--- config.mk ---
export PLATFORM = sky130hd
export DESIGN_NAME = sseg_mux
export DESIGN_NICKNAME = d
export VERILOG_FILES = /design/src/rtl/sseg_mux.sv
export SDC_FILE = /design/constraint.sdc
export NUM_CORES = 1
export LEC_CHECK = 0
export BUFFER_PORTS_ARGS = -buffer_cell sky130_fd_sc_hd__buf_4
export CELL_PAD_IN_SITES_DETAIL_PLACEMENT = 0
export CELL_PAD_IN_SITES_GLOBAL_PLACEMENT = 1
export CORE_ASPECT_RATIO = 1.75
export CORE_MARGIN = 4
export CORE_UTILIZATION = 40
export DETAILED_ROUTE_END_ITERATION = 8
export PLACE_DENSITY_LB_ADDON = 0.3
export RECOVER_POWER = 25
export SLEW_MARGIN = 0
export SYNTH_ARGS = -nofsm -noshare
export SYNTH_HDL_FRONTEND = slang
export SYNTH_SLANG_ARGS = --single-unit
--- constraint.sdc ---
create_clock -name clk -period 2.96 [get_ports clk]
set_clock_uncertainty 0.1 [all_clocks]
set_input_delay 0.148 -clock clk [delete_from_list [all_inputs] [get_ports clk]]
set_output_delay 0.148 -clock clk [all_outputs]
set_load 0.05 [all_outputs]
--- src/rtl/sseg_mux.sv ---
// sseg_mux: time-multiplexed DIGITS-position 7-segment driver with per-slot blanking and frame-latched shadow image.
// Define SSEG_MUX_LZ_SUPPRESS_EN to blank leading-zero glyphs (digit 0 always shown).
module sseg_mux #(
    parameter int DIGITS  = 4,
    parameter int CLK_DIV = 1000,
    parameter int BLANK   = 2
) (
    input  logic                  clk,
    input  logic                  rst_n,
    input  logic                  en,
    input  logic [4*DIGITS-1:0]   value,
    input  logic [DIGITS-1:0]     dp,
    input  logic [DIGITS-1:0]     digit_en,
    output logic [7:0]            segments,
    output logic [DIGITS-1:0]     anodes,
    output logic                  frame_start
);
    localparam int CW = $clog2(CLK_DIV);
    localparam int IW = DIGITS > 1 ? $clog2(DIGITS) : 1;
    typedef enum logic [1:0] {S_IDLE, S_BLANK, S_SHOW} state_t;
    localparam state_t SLOT_START = BLANK > 0 ? S_BLANK : S_SHOW;

    state_t              r_state, w_state;
    logic [CW-1:0]       r_cnt, w_cnt;
    logic [IW-1:0]       r_idx, w_idx;
    logic [4*DIGITS-1:0] r_val, w_val;
    logic [DIGITS-1:0]   r_dp, w_dp, r_den, w_den, r_an, w_an;
    logic [7:0]          r_seg, w_seg;
    logic                r_fs, w_cap, w_lit, w_lz;
    logic [3:0]          w_nib;

    function automatic logic [6:0] glyph(input logic [3:0] n);
        case (n)
            4'h0: glyph = 7'h3F;
            4'h1: glyph = 7'h06;
            4'h2: glyph = 7'h5B;
            4'h3: glyph = 7'h4F;
            4'h4: glyph = 7'h66;
            4'h5: glyph = 7'h6D;
            4'h6: glyph = 7'h7D;
            4'h7: glyph = 7'h07;
            4'h8: glyph = 7'h7F;
            4'h9: glyph = 7'h6F;
            4'hA: glyph = 7'h77;
            4'hB: glyph = 7'h7C;
            4'hC: glyph = 7'h39;
            4'hD: glyph = 7'h5E;
            4'hE: glyph = 7'h79;
            default: glyph = 7'h71;
        endcase
    endfunction

    always_comb begin
        w_state = r_state;
        w_cnt   = r_cnt;
        w_idx   = r_idx;
        w_cap   = 1'b0;
        if (!en) begin
            w_state = S_IDLE;
            w_cnt   = '0;
            w_idx   = '0;
        end else if (r_state == S_IDLE) begin
            w_state = SLOT_START;
            w_cnt   = '0;
            w_idx   = '0;
            w_cap   = 1'b1;
        end else if (r_cnt == CW'(CLK_DIV - 1)) begin
            w_state = SLOT_START;
            w_cnt   = '0;
            w_idx   = r_idx == IW'(DIGITS - 1) ? '0 : r_idx + 1'b1;
            w_cap   = r_idx == IW'(DIGITS - 1);
        end else begin
            w_cnt   = r_cnt + 1'b1;
            w_state = (r_state == S_BLANK && r_cnt == CW'(BLANK - 1)) ? S_SHOW : r_state;
        end
    end

    // Outputs are derived from the next-state image so they register on the same edge as the state.
    always_comb begin
        w_val = w_cap ? value : r_val;
        w_dp  = w_cap ? dp : r_dp;
        w_den = w_cap ? digit_en : r_den;
        w_nib = w_val[4*w_idx +: 4];
        w_lit = w_state == S_SHOW && w_den[w_idx];
`ifdef SSEG_MUX_LZ_SUPPRESS_EN
        w_lz  = w_idx != '0 && (w_val >> (4*w_idx)) == '0;
`else
        w_lz  = 1'b0;
`endif
        w_seg = w_lit ? {w_dp[w_idx], w_lz ? 7'h00 : glyph(w_nib)} : 8'h00;
        w_an  = w_lit ? DIGITS'(1) << w_idx : '0;
    end

    always_ff @(posedge clk or negedge rst_n) begin
        if (!rst_n) begin
            r_state <= S_IDLE;
            r_cnt   <= '0;
            r_idx   <= '0;
            r_val   <= '0;
            r_dp    <= '0;
            r_den   <= '0;
            r_seg   <= '0;
            r_an    <= '0;
            r_fs    <= 1'b0;
        end else begin
            r_state <= w_state;
            r_cnt   <= w_cnt;
            r_idx   <= w_idx;
            r_val   <= w_val;
            r_dp    <= w_dp;
            r_den   <= w_den;
            r_seg   <= w_seg;
            r_an    <= w_an;
            r_fs    <= w_cap;
        end
    end

    assign segments    = r_seg;
    assign anodes      = r_an;
    assign frame_start = r_fs;
endmodule

# Yosys cells after proc, flatten, opt, wreduce, memory -nomap -nowiden

Memory sizes are Yosys's and may differ from the RTL's.
Index checks and enable logic that the tools add are counted.

Register bits after elaboration: 51
Memory bits (read-only): 112
Bits of input ports: 27
Output and inout port bits: 13
Word-level logic and storage cells: 46
Memories: 1

Add/subtract/negate cells: 2
Order comparisons: 1
Equality and inequality tests: 5
Shift operators: 2
Multiplexer cells: 23
Reduce and logical (&&, ||, !) cells: 3

Memories:

| memory           | words | bits a word | rd ports | clocked after memory_dff | write ports | RTL line | RTL |
|---|---|---|---|---|---|---|---|
| (name not given) | 16    | 7           | 1        | 0                        | 0           | 33       | `case (n)` |

Operators with widths:

| operator                                                               | count |
|---|---|
| 10-bit 2-to-1 mux                                                      | 3 |
| 16-bit 2-to-1 mux                                                      | 1 |
| 2-bit 2-to-1 mux                                                       | 8 |
| 16-bit by 5-bit variable part select with 4-bit output                 | 1 |
| 4-bit 2-to-1 mux                                                       | 3 |
| 10-bit by 1-bit adder with 10-bit output, second input constant        | 1 |
| 10-bit by 1-bit equality test with 1-bit output, second input constant | 1 |
| 10-bit equality test, second input constant                            | 1 |
| 8-bit 2-to-1 mux                                                       | 1 |
| 1-bit 2-to-1 mux                                                       | 5 |
| 1-bit binary-select mux with 2-bit select                              | 2 |
| 2-bit equality test, second input constant                             | 2 |
| 1-bit by 2-bit << shifter with 4-bit output, first input constant      | 1 |
| 2-bit by 3-bit < comparator with 1-bit output, second input constant   | 1 |
| 2-bit by 1-bit adder with 2-bit output, second input constant          | 1 |
| 2-bit by 1-bit equality test with 1-bit output, second input constant  | 1 |
| 1-bit logical AND                                                      | 2 |
| 2-bit logical NOT                                                      | 1 |

# Logic depth before layout (Yosys ltp)

Depth after elaboration: 9
Gate-level depth with buffers: 13
Gate-level depth less buffers: 12

# Worst setup path after synthesis

Ideal clock, no wire load.

Path type: register to register
From: register r_cnt[0]
To: register r_seg[0], in the netlist segments[0]
Setup time: 0.077 ns
Arrival: 3.006 ns
Required time: 2.783 ns
Path slack: -0.223 ns
Stages on the path, launching flop included: 14
Path buffers: 1
Clock period less this slack: 3.183 ns
Cells stage by stage: dfrtp_1 > ha_1 > and4bb_4 > a41oi_4 > nor2_8 > buf_2 > mux2_2 > mux2i_1 > mux2_2 > inv_1 > ha_1 > or3b_1 > o31a_1 > a21oi_1

Elaborated cells between the ends (all ways): 22
Those cells by class: eq/ne (3); shift (1); mux (15); reduce/logical (2); memory (1)

RTL lines:

| what                                                   | RTL line | RTL |
|---|---|---|
| start, declared                                        | 24       | `logic [CW-1:0] r_cnt, w_cnt;` |
| start signal, assigned                                 | 107      | `r_cnt <= w_cnt;` |
| 10-bit equality test                                   | 67       | `end else if (r_cnt == CW'(CLK_DIV - 1)) begin` |
| 1-bit 2-to-1 mux                                       | 67       |  |
| 1-bit 2-to-1 mux                                       | 62       | `end else if (r_state == S_IDLE) begin` |
| 1-bit 2-to-1 mux                                       | 58       | `if (!en) begin` |
| named net w_cap                                        | 29       | `logic r_fs, w_cap, w_lit, w_lz;` |
| 16-bit 2-to-1 mux                                      | 80       | `w_val = w_cap ? value : r_val;` |
| named net w_val[5]                                     | 26       | `logic [4*DIGITS-1:0] r_val, w_val;` |
| 16-bit by 5-bit variable part select with 4-bit output | 83       | `w_nib = w_val[4*w_idx +: 4];` |
| memory 16 x 7 bit                                      | --       |  |
| 8-bit 2-to-1 mux                                       | 90       | `w_seg = w_lit ? {w_dp[w_idx], w_lz ? 7'h00 : glyph(w_nib)} : 8'h00;` |
| named net w_seg[0]                                     | 28       | `logic [7:0] r_seg, w_seg;` |
| end signal, assigned                                   | 112      | `r_seg <= w_seg;` |
| end, declared                                          | 28       |  |

The timed path passes the listed nets, and every way through them passes these cells. The select of a mux whose other input is x is not followed.

# Worst setup path after layout

From: register r_cnt[0]
To: register r_seg[0], in the netlist segments[0]

Elaborated cells between the ends (all ways): 22
Those cells by class: eq/ne (3); shift (1); mux (15); reduce/logical (2); memory (1)

RTL lines:

| what                                                   | RTL line |
|---|---|
| 10-bit equality test                                   | 67 |
| 1-bit 2-to-1 mux                                       | 67 |
| 1-bit 2-to-1 mux                                       | 62 |
| 1-bit 2-to-1 mux                                       | 58 |
| 16-bit 2-to-1 mux                                      | 80 |
| named net w_val[4]                                     | 26 |
| 16-bit by 5-bit variable part select with 4-bit output | 83 |
| memory 16 x 7 bit                                      | -- |
| 8-bit 2-to-1 mux                                       | 90 |
| named net w_seg[0]                                     | 28 |

The timed path passes the listed nets, and every way through them passes these cells. The select of a mux whose other input is x is not followed.

==> results.yml <==
status:
  status: "completed"
grt:
  grt_max_degree: 52
  grt_pass1_vias: 2124
  globalRouteOverflowTotal: 0
  grt_pass1_wl_mm: 9.98
  antenna_found_initial: 0
  grt_usage_pct: 16.9
worst_setup_path:
  startpoint_type: "flop"
  reg2reg_to: "segments[0]"
  r2r_slack_ns: 0.004
  crit_path_end_kind: "flop"
  cp.required_ns: 3.09
  reg2reg_depth: 12
  crit_type: "reg -> reg"
  critical_path.slowest_cell: "dfrtp_1"
  cpPeakStageDelay_ns: 0.37
  crit_fanout: 5
  cp-startpoint: "r_cnt[0]"
  timing.rr.start: "r_cnt[0]"
  cp-endpoint: "segments[0]"
  path_cells: "ha_2 > and4bb_4 > a41oi_4 > nor2_8 > mux2_2 > mux2i_1 > mux2_4 > inv_1 > ha_4 > or3b_1 > o31a_1 > a21oi_2"
  arrival_ns: 3.09
route:
  drtAntennaViolNets: 0
  post-route-drc-count: 0
  via_count: 2014
  drt_iter0_drc: 37
  avgViaCountPerCell: 5.15
  wire_per_inst_um: 15.9
  dr.pass1.iters: 4
  drt_wl_total_mm: 6.23
logic_synthesis:
  synth-seq-area-share_pct: 49.1
  synth.avg_cell_area_um2: 11.6
  yosysWarnings: 0
  synth_common_cells: "dfrtp_1, nor2_1, mux2_2, mux2i_1, inv_1"
  ys.flop_type: "dfrtp_1"
  syn_inst: 224
  syn-num-nets: 260
  yosysMostFrequentCell: "dfrtp_1"
  syn_area_um2: 2600
  synth_cell_type_count: 48
  synth_top_area_share_pct: 49.1
  synth_area_leader_cell: "dfrtp_1"
  synth_edf_count: 0
  synth.area.top_cells: "dfrtp_1, mux2_2, mux2i_1, ha_1, nor2_1"
  yosys_register_bits: 51
  async_flop_share_pct: 100
run:
  maxCapViolations: 0
clock_network:
  clk_pin_slew_ns: 0.09
  clock_latency_ns: 0.31
  cts_buffers: 5
  cts-root-buf: "clkbuf_8"
  clock-sinks: 51
  cts_buffer_depth: 2
  cts_tree: "done"
  h-tree-depth: 2
place:
  numPortBuffers: 39
  hpwl_mm: 4.34
  place_area_um2: 3170
  gp_congestion: 0.773
  dp_cells: 359
power:
  clkPwrFrac_pct: 25.5
  switchingPower_w: 0.000436
  power_switching_share_pct: 27.6
  power_frac_comb_pct: 25.5
  powerDensity_nw_per_um2: 442
  sequentialPowerShare_pct: 49.0
  intPower_w: 0.00114
  ir_drop_mv: 0.333
  leakagePower_nw: 1.66
worst_hold_path:
  hold_class: "in -> reg"
floorplan:
  rows: 38
  design.core.area_um2: 6280
  die_w_um: 69.0
  start_util_pct: 41.4
  die_h_um: 115
  dieArea_um2: 7910
  io_pins: 40
timing:
  tightest_slew_ns: 1.29
  period_needed_ns: 2.96
  relSlewSlack_pct: 14.1
  setup_viol_count_final: 0
  period_share_pct: 99.9
  rsz0062_at_grt: "true"
  hold_viol: 0
  drv_slew: 0
  max_freq_mhz: 338
cells_and_area:
  fin_nets: 347
  fin_cells: 391
  multi_input_area_um2: 1330
  fill_cells: 560
  diodes: 0
  register_area_um2: 1280
  drive_gt1_share_pct: 40.2
  stdcell_area_um2: 3570
  area_growth_pct: 37.4
-- kinds of logic (layout without fill, tap and decap cells) --
| family | count (synthesis) | after routing | synth area share [%] |
|---|---|---|---|
| AND/OR/NAND/NOR | 70 | 71 | 14.9 |
| XOR/XNOR | 8 | 8 | 2.69 |
| flip-flops | 51 | 51 | 49.1 |
| AO/OA/AOI/OAI | 22 | 22 | 7.84 |
| buffers and inverters | 25 | 111 | 4.76 |
| adder cells (fa/ha/maj) | 9 | 9 | 4.33 |
| multiplexers | 39 | 39 | 16.4 |
-- through the flow --
stage / setup TNS [ns] / hold slack [ns] / power [W] / worst slack [ns] / util [%]
3_3_place_gp: 0 / 0.130 / 0.00113 / 0.0366 / 50.5
6_report: 0 / 0.00625 / 0.00158 / 0.00399 / 57.0
4_1_cts: -0.0000677 / 0.000970 / 0.00156 / -0.0000677 / 54.7
3_5_place_dp: -0.0183 / 0.130 / 0.00113 / -0.0183 / 50.5
5_1_grt: -0.198 / 0.00837 / 0.00166 / -0.0870 / 57.0
2_1_floorplan: -0.0156 / -0.248 / 0.00101 / -0.0156 / -
-- repair_timing --
action,CTS,global route
hold buffers,15,0
setup buffers,2,7
hold endpoints to repair,65,0
pin swaps,5,4
endpoints found under the setup margin,1,8
resized for setup,1,18
gates cloned,1,0
-- critical path, delay by kind of cell (launching register included) --
| kind | cells | cell delay (ns) |
|---|---|---|
| simple gates | 3 | 0.82 |
| mux | 3 | 0.72 |
| compound gates | 3 | 0.44 |
| flops | 1 | 0.37 |
| fa+ha+maj | 2 | 0.36 |
| buf+inv | 1 | 0.07 |
-- layer usage --
layer / wire length [um] / global-route usage, %
met1: 2330 / 18.7
met4: 179 / 7.81
met5: 0 / 0
met3: 157 / 2.75
met2: 3570 / 30.2
-- how the worst min path moves through the flow --
stage	startpoint	endpoint	slack [ns]	cells past startpoint
6_report	digit_en[0]	r_den[0]	0.006	2
5_1_grt	digit_en[0]	r_den[0]	0.008	2
4_1_cts	digit_en[0]	r_den[0]	0.001	2
3_5_place_dp	rst_n	r_val[10]	0.13	1
3_3_place_gp	rst_n	r_val[14]	0.13	1
2_1_floorplan	rst_n	anodes[0]	-0.25	0
-- area by class of cell --
| class | instances | area share (%) |
|---|---|---|
| Multi-Input combinational cell | 149 | 37.1 |
| Clock inverter | 1 | 0.140 |
| Tap cell | 80 | 2.80 |
| Inverter | 17 | 2.00 |
| Timing Repair Buffer | 87 | 19.9 |
| Sequential cell | 51 | 35.7 |
| Clock buffer | 6 | 2.31 |
-- cell usage in the layout (no fill, tap or decap), types with 6 or more instances in the layout --
cell type	Yosys	routed
mux2_2	19	13
dfrtp_1	51	51
nand2_1	12	12
clkbuf_8	0	6
mux2_4	0	6
inv_1	15	14
nor2_1	25	25
ha_1	9	6
buf_4	0	67
mux2i_1	19	18
dlygate4sd3_1	0	15
-- state kept, by name, indices dropped and copies added (netlist names) --
| name | flops |
|---|---|
| anodes | 4 |
| frame_start | 1 |
| r_dp | 4 |
| r_den | 4 |
| segments | 8 |
| r_cnt | 10 |
| r_state | 2 |
| r_idx | 2 |
| r_val | 16 |
-- power by group through the flow --
stage	combinational, W	clock, W	sequential, W
2_1_floorplan	0.000220	0	0.000792
3_3_place_gp	0.000340	0	0.000785
3_5_place_dp	0.000342	0	0.000788
4_1_cts	0.000367	0.000419	0.000774
5_1_grt	0.000441	0.000444	0.000780
6_report	0.000403	0.000403	0.000773
(Power assumes the default switching activity.)
